[src/rtl/sm4_msg_framer.sv]
// Message framer in front of the SM4 core: packs a 32-bit word stream into 128-bit blocks,
// applies PKCS#7 padding, buffers the message and replays it as one core frame.
module sm4_msg_framer #(
    parameter int unsigned DEPTH = 16,
    parameter bit          PAD   = 1'b1
) (
    input  logic         clk,
    input  logic         rst,
    input  logic [31:0]  in_data,
    input  logic         in_valid,
    output logic         in_ready,
    input  logic         in_last,
    input  logic [2:0]   in_bytes,
    input  logic         in_dec,
    input  logic [127:0] in_key,
    output logic [127:0] core_datain,
    output logic [127:0] core_mkin,
    output logic         core_start,
    output logic         core_end,
    output logic         core_isdec,
    input  logic         core_valid,
    output logic         err,
    output logic         busy
);

    localparam int unsigned AW = (DEPTH > 1) ? $clog2(DEPTH) : 1;
    localparam int unsigned CW = 8 + AW;
    localparam logic [AW:0]   DEPTH_C   = DEPTH[AW:0];
    localparam logic [AW:0]   ONE_C     = {{AW{1'b0}}, 1'b1};
    localparam logic [CW-1:0] SIXTEEN_C = {{(CW-5){1'b0}}, 5'd16};

    typedef enum logic [2:0] {
        IDLE    = 3'd0,
        COLLECT = 3'd1,
        PADF    = 3'd2,
        START   = 3'd3,
        BURST   = 3'd4,
        WAIT    = 3'd5,
        DROP    = 3'd6
    } state_t;

    state_t         state_r;
    logic [127:0]   blk_mem_r [DEPTH];
    logic [127:0]   acc_r;
    logic [CW-1:0]  cnt_r;
    logic [AW:0]    wr_r;
    logic [AW:0]    n_r;
    logic [AW:0]    k_r;
    logic [AW:0]    vcnt_r;
    logic           dec_r;
    logic [127:0]   key_r;

    logic           in_fire_s;
    logic [2:0]     eff_bytes_s;
    logic [127:0]   next_acc_s;
    logic           blk_done_s;
    logic           overflow_s;
    logic [3:0]     rem_s;
    logic           padf_err_s;
    logic [AW:0]    pad_n_s;
    logic           buf_we_s;
    logic [AW-1:0]  buf_wa_s;
    logic [127:0]   buf_wd_s;

    // Bytes at or beyond rem are overwritten with the pad value; rem=0 yields a full 0x10 block.
    function automatic logic [127:0] pad_block(input logic [127:0] blk, input logic [3:0] rem);
        logic [127:0] r;
        logic [7:0]   p;
        p = 8'd16 - {4'd0, rem};
        r = blk;
        for (int i = 0; i < 16; i++) begin
            r[127-8*i -: 8] = (4'(i) < rem) ? blk[127-8*i -: 8] : p;
        end
        return r;
    endfunction

    // Handshake outputs are decoded from state and forced low during reset.
    always_comb begin
        in_ready = 1'b0;
        busy     = 1'b0;
        if (rst) begin
            in_ready = 1'b0;
            busy     = 1'b0;
        end else begin
            in_ready = (state_r == IDLE) || (state_r == COLLECT) || (state_r == DROP);
            busy     = (state_r != IDLE);
        end
    end

    // Word packing: a non-last word always carries 4 bytes, so words stay word-aligned in a block.
    always_comb begin
        in_fire_s = in_valid && in_ready;
        if (in_last && (in_bytes != 3'd0) && (in_bytes <= 3'd4)) begin
            eff_bytes_s = in_bytes;
        end else begin
            eff_bytes_s = 3'd4;
        end
        next_acc_s = acc_r;
        case (cnt_r[3:2])
            2'd0:    next_acc_s[127:96] = in_data;
            2'd1:    next_acc_s[95:64]  = in_data;
            2'd2:    next_acc_s[63:32]  = in_data;
            2'd3:    next_acc_s[31:0]   = in_data;
            default: next_acc_s         = acc_r;
        endcase
        blk_done_s = (cnt_r[3:2] == 2'd3) && (eff_bytes_s == 3'd4);
        overflow_s = (state_r == COLLECT) && (wr_r == DEPTH_C);
    end

    // Frame validation and block count resolved in PADF.
    always_comb begin
        rem_s = cnt_r[3:0];
        if (dec_r) begin
            padf_err_s = (cnt_r != SIXTEEN_C);
        end else if (PAD) begin
            padf_err_s = (wr_r == DEPTH_C);
        end else begin
            padf_err_s = (rem_s != 4'd0) || (cnt_r == '0);
        end
        if (!dec_r && PAD) begin
            pad_n_s = wr_r + ONE_C;
        end else begin
            pad_n_s = wr_r;
        end
    end

    // Buffer write port: completed data blocks while collecting, the pad block in PADF.
    always_comb begin
        buf_wa_s = wr_r[AW-1:0];
        if (state_r == PADF) begin
            buf_we_s = !rst && !padf_err_s && PAD && !dec_r;
            buf_wd_s = pad_block(acc_r, rem_s);
        end else begin
            buf_we_s = !rst && ((state_r == IDLE) || (state_r == COLLECT)) &&
                       in_fire_s && !overflow_s && blk_done_s;
            buf_wd_s = next_acc_s;
        end
    end

    // Block storage holds no reset so it maps onto plain RAM.
    always_ff @(posedge clk) begin
        if (buf_we_s) begin
            blk_mem_r[buf_wa_s] <= buf_wd_s;
        end
    end

    // Control FSM; core-facing outputs are registered one state ahead of the cycle they describe.
    always_ff @(posedge clk) begin
        if (rst) begin
            state_r     <= IDLE;
            acc_r       <= '0;
            cnt_r       <= '0;
            wr_r        <= '0;
            n_r         <= '0;
            k_r         <= '0;
            vcnt_r      <= '0;
            dec_r       <= 1'b0;
            key_r       <= '0;
            core_datain <= '0;
            core_mkin   <= '0;
            core_start  <= 1'b0;
            core_end    <= 1'b0;
            core_isdec  <= 1'b0;
            err         <= 1'b0;
        end else begin
            core_datain <= '0;
            core_start  <= 1'b0;
            core_end    <= 1'b0;
            core_isdec  <= 1'b0;
            err         <= 1'b0;
            case (state_r)
                IDLE, COLLECT: begin
                    if (in_fire_s) begin
                        if (state_r == IDLE) begin
                            dec_r <= in_dec;
                            key_r <= in_key;
                        end
                        if (overflow_s) begin
                            err     <= 1'b1;
                            cnt_r   <= '0;
                            wr_r    <= '0;
                            state_r <= in_last ? IDLE : DROP;
                        end else begin
                            acc_r   <= next_acc_s;
                            cnt_r   <= cnt_r + {{(CW-3){1'b0}}, eff_bytes_s};
                            if (blk_done_s) begin
                                wr_r <= wr_r + ONE_C;
                            end
                            state_r <= in_last ? PADF : COLLECT;
                        end
                    end
                end
                PADF: begin
                    if (padf_err_s) begin
                        err     <= 1'b1;
                        cnt_r   <= '0;
                        wr_r    <= '0;
                        state_r <= IDLE;
                    end else begin
                        n_r        <= pad_n_s;
                        core_start <= 1'b1;
                        core_mkin  <= key_r;
                        state_r    <= START;
                    end
                end
                START: begin
                    core_datain <= blk_mem_r[0];
                    core_end    <= (n_r == ONE_C);
                    core_isdec  <= dec_r;
                    k_r         <= ONE_C;
                    state_r     <= BURST;
                end
                BURST: begin
                    if (k_r == n_r) begin
                        state_r <= WAIT;
                    end else begin
                        core_datain <= blk_mem_r[k_r[AW-1:0]];
                        core_end    <= ((k_r + ONE_C) == n_r);
                        core_isdec  <= dec_r;
                        k_r         <= k_r + ONE_C;
                    end
                end
                WAIT: begin
                    if (core_valid) begin
                        if ((vcnt_r + ONE_C) == n_r) begin
                            cnt_r     <= '0;
                            wr_r      <= '0;
                            n_r       <= '0;
                            k_r       <= '0;
                            vcnt_r    <= '0;
                            core_mkin <= '0;
                            state_r   <= IDLE;
                        end else begin
                            vcnt_r <= vcnt_r + ONE_C;
                        end
                    end
                end
                DROP: begin
                    if (in_fire_s && in_last) begin
                        state_r <= IDLE;
                    end
                end
                default: begin
                    state_r <= IDLE;
                end
            endcase
        end
    end

endmodule

[config.mk]
export PLATFORM = sky130hd
export DESIGN_NAME = sm4_msg_framer
export DESIGN_NICKNAME = d
export VERILOG_FILES = /design/src/rtl/sm4_msg_framer.sv
export SDC_FILE = /design/constraint.sdc
export NUM_CORES = 2
export LEC_CHECK = 0
export ABC_AREA = 1
export CAP_MARGIN = 0
export CORE_ASPECT_RATIO = 0.9
export CORE_UTILIZATION = 35
export CTS_BUF_LIST = sky130_fd_sc_hd__clkbuf_4
export CTS_CLUSTER_SIZE = 28
export DETAILED_ROUTE_END_ITERATION = 7
export GPL_ROUTABILITY_DRIVEN = 0
export PLACE_DENSITY_LB_ADDON = 0.2
export SLEW_MARGIN = 20
export SYNTH_ARGS = -nofsm -noshare
export SYNTH_HDL_FRONTEND = slang
export SYNTH_SLANG_ARGS = --single-unit
[constraint.sdc]
create_clock -name clk -period 10.5 [get_ports clk]
set_input_delay 2.1 -clock clk [delete_from_list [all_inputs] [get_ports clk]]
set_output_delay 2.1 -clock clk [all_outputs]
set_load 0.05 [all_outputs]
==> flow_metrics.tcl <==
set metrics [dict create \
    postRouteAntennaNets 0 \
    status "complete, no violations" \
    crit_path_start_kind "primary input" \
    p_leak_nw 40.97 \
    clk_pin_slew_worst_paths_ns 0.07 \
    hold_viol 0 \
    synth_edf_count 2048 \
    cp.arrival_ns 3.58 \
    finalCriticalPeriod_ns 5.680 \
    max_slew_margin_pct 17.43 \
    setup_violations 0 \
    cap_viol_max_count 0 \
    drc 0 \
    max_freq_mhz 176.1 \
    initial_core_util_pct 35.20 \
    wirelength_um 319200 \
    fillers 28303 \
    multi_input_area_mm2 0.02749 \
    viasPerCell 5.194 \
    cts_max_level 6 \
    cts.repair.resized 0 \
    synth_fp_nets 9474 \
    wl_per_cell_um 22.18 \
    num_vias 74768 \
    synth_most_common_cell "nor2_1" \
    fin_ws_ns 4.820 \
    worstSetupPathType "primary input to output pin" \
    grtUsageTotal_pct 20.78 \
    fin_util_pct 41.18 \
    worstPathRequired_ns 8.40 \
    ff_latch_area_mm2 0.07264 \
    critical_path_peak_fanout 27 \
    cts_sinks 2604 \
    p_per_area_mw_per_mm2 278.0 \
    drt-initial-drc-count 6733 \
    yosysTopAreaCell "edfxtp_1" \
    tightest_slew_ns 1.239 \
    area_growth_pct 16.97 \
    synth_area_mm2 0.1037 \
    cts_root_buffer "clkbuf_4" \
    synth.area.top_cells "edfxtp_1 59%, dfxtp_1 11%, nor2_1 7.4%" \
    grt_pass1_vias 73389 \
    first_pass_iters 6 \
    die_area_mm2 0.2985 \
    detailed_place_hpwl_um 175000 \
    hold_slack_ns 0.4244 \
    drive_gt1_share_pct 13.25 \
    ios 431 \
    ys_seq_area_share_pct 70.02 \
    ys_top_cells_by_count "2058 x nor2_1, 2048 x edfxtp_1, 1402 x o21ai_0" \
    grt_pass1_wl_um 470500 \
    die_x_um 575.8 \
    async_flop_share_pct 0 \
    synth_seq_cells 2604 \
    ir_worst_vdd_uv 252.3 \
    maxSlewViolCount 0 \
    cts_setup_buffers 0 \
    hold_depth 2 \
    cts_tree "yes" \
    core_mm2 0.2947 \
    ys.flop_type "edfxtp_1" \
    r2r_cells 11 \
    synthCells 9291 \
    yosysWarnings 0 \
    ys_types 39 \
    cts_buffer_depth 4 \
    nets 10130 \
    chipHeight_um 518.5 \
    fin_setup_tns_ns 0 \
    std_cell_rows 189 \
    skew_ns 0.1641 \
    antenna_found_initial 29 \
    cts_buffers 682 \
    postCtsHoldBufs 0 \
    synth_top_cell_area_share_pct 59.29 \
    crit_path_end_kind "output pin" \
    grt_max_degree 238 \
    rsz0062_at_grt "no" \
    grt-ovfl-total 0 \
    synth_area_per_cell_um2 11.16 \
    portBuffers 430 \
    finalPower_mw 33.73 \
    post-place-ws_ns 3.725 \
    period_share_pct 54.09 \
    clk-insertion-delay-late_ns 1.38 \
    hold_class "register to register" \
]
## layout by cell type, fill, tap and decap left out, types with 21 or more instances in the layout
master	netlist	layout
dfxtp_1	556	552
clkbuf_4	0	1043
nand2_1	749	746
a211oi_1	99	98
a21oi_1	426	422
nand3_1	255	254
clkdlybuf4s50_1	0	429
edfxtp_1	2048	2048
clkinv_1	4	107
o22ai_1	66	58
buf_12	0	23
o21ai_0	1402	1359
nor2_1	2058	2041
inv_1	294	290
mux2i_1	33	33
buf_4	24	171
o21ai_1	58	86
o221ai_1	61	58
inv_2	12	21
o211ai_1	432	432
## final timing paths
kind                                                  from                    endpoint  slack (ns)
worst max-delay path                                   rst                        busy        4.82
worst min-delay path            blk_mem_r[0][62]$_DFFE_PP_  core_datain[62]$_SDFF_PP0_        0.42
worst max register to register        wr_r[3]$_SDFFE_PP0P_  blk_mem_r[4][17]$_DFFE_PP_        5.60
worst min register to register  blk_mem_r[0][62]$_DFFE_PP_  core_datain[62]$_SDFF_PP0_        0.42
## registers in the layout, indices dropped and copies added, names as in the netlist, named ones only
| register | cells |
|---|---|
| dec_r | 1 |
| core_end | 1 |
| core_isdec | 1 |
| core_start | 1 |
| vcnt_r | 5 |
| blk_mem_r | 2048 |
| cnt_r | 12 |
| k_r | 5 |
| err | 1 |
| n_r | 5 |
| state_r | 3 |
| key_r | 128 |
| wr_r | 5 |
| core_mkin | 128 |
| core_datain | 128 |
| acc_r | 128 |
## final cells by class
type,count,area share [%]
Antenna cell,19,0.03919
Clock buffer,1042,6.447
Clock inverter,156,0.8755
Inverter,310,0.9869
Multi-Input combinational cell,5717,22.66
Sequential cell,2604,59.87
Tap cell,3915,4.037
Timing Repair Buffer,632,5.082
## power breakdown
group	internal, mW	switching [mW]	leakage [nW]
combinational	2.85	8.06	12.4
sequential	13.3	0.415	23.3
clock	4.87	4.23	5.28
## critical path, cell delays in order
cell and delay, ns:
buf_8 0.18, a21oi_1 0.37, clkdlybuf4s50_1 0.88
## metal layers
layer / up-vias / GRT usage, % / part of all wire (%)
met5: - / 0 / 0.059
met4: 28 / 6.370 / 2.4
met3: 526 / 5.191 / 8.0
met2: 2719 / 33.20 / 46
met1: 36686 / 27.76 / 43
li1: 34809 / - / -
## through the flow
step,instance area [um^2],std cells
2_1_floorplan,103700,9291
3_3_place_gp,112200,13168
3_5_place_dp,112300,13171
4_1_cts,121100,14369
5_1_grt,121300,14386
6_report,121300,14395
## cell families (layout without fill, tap and decap cells)
group,count (synthesis),count (layout),share of synthesized area [%]
other,0,19,0
AO/OA/AOI/OAI,2557,2557,13.94
multiplexers,33,33,0.3185
XOR/XNOR,13,13,0.1098
flip-flops,2604,2604,70.02
adder cells (fa/ha/maj),14,14,0.1761
buffers and inverters,970,2140,3.785
AND/OR/NAND/NOR,3100,3100,11.65
Note: power is estimated with default switching activity, not from simulation.
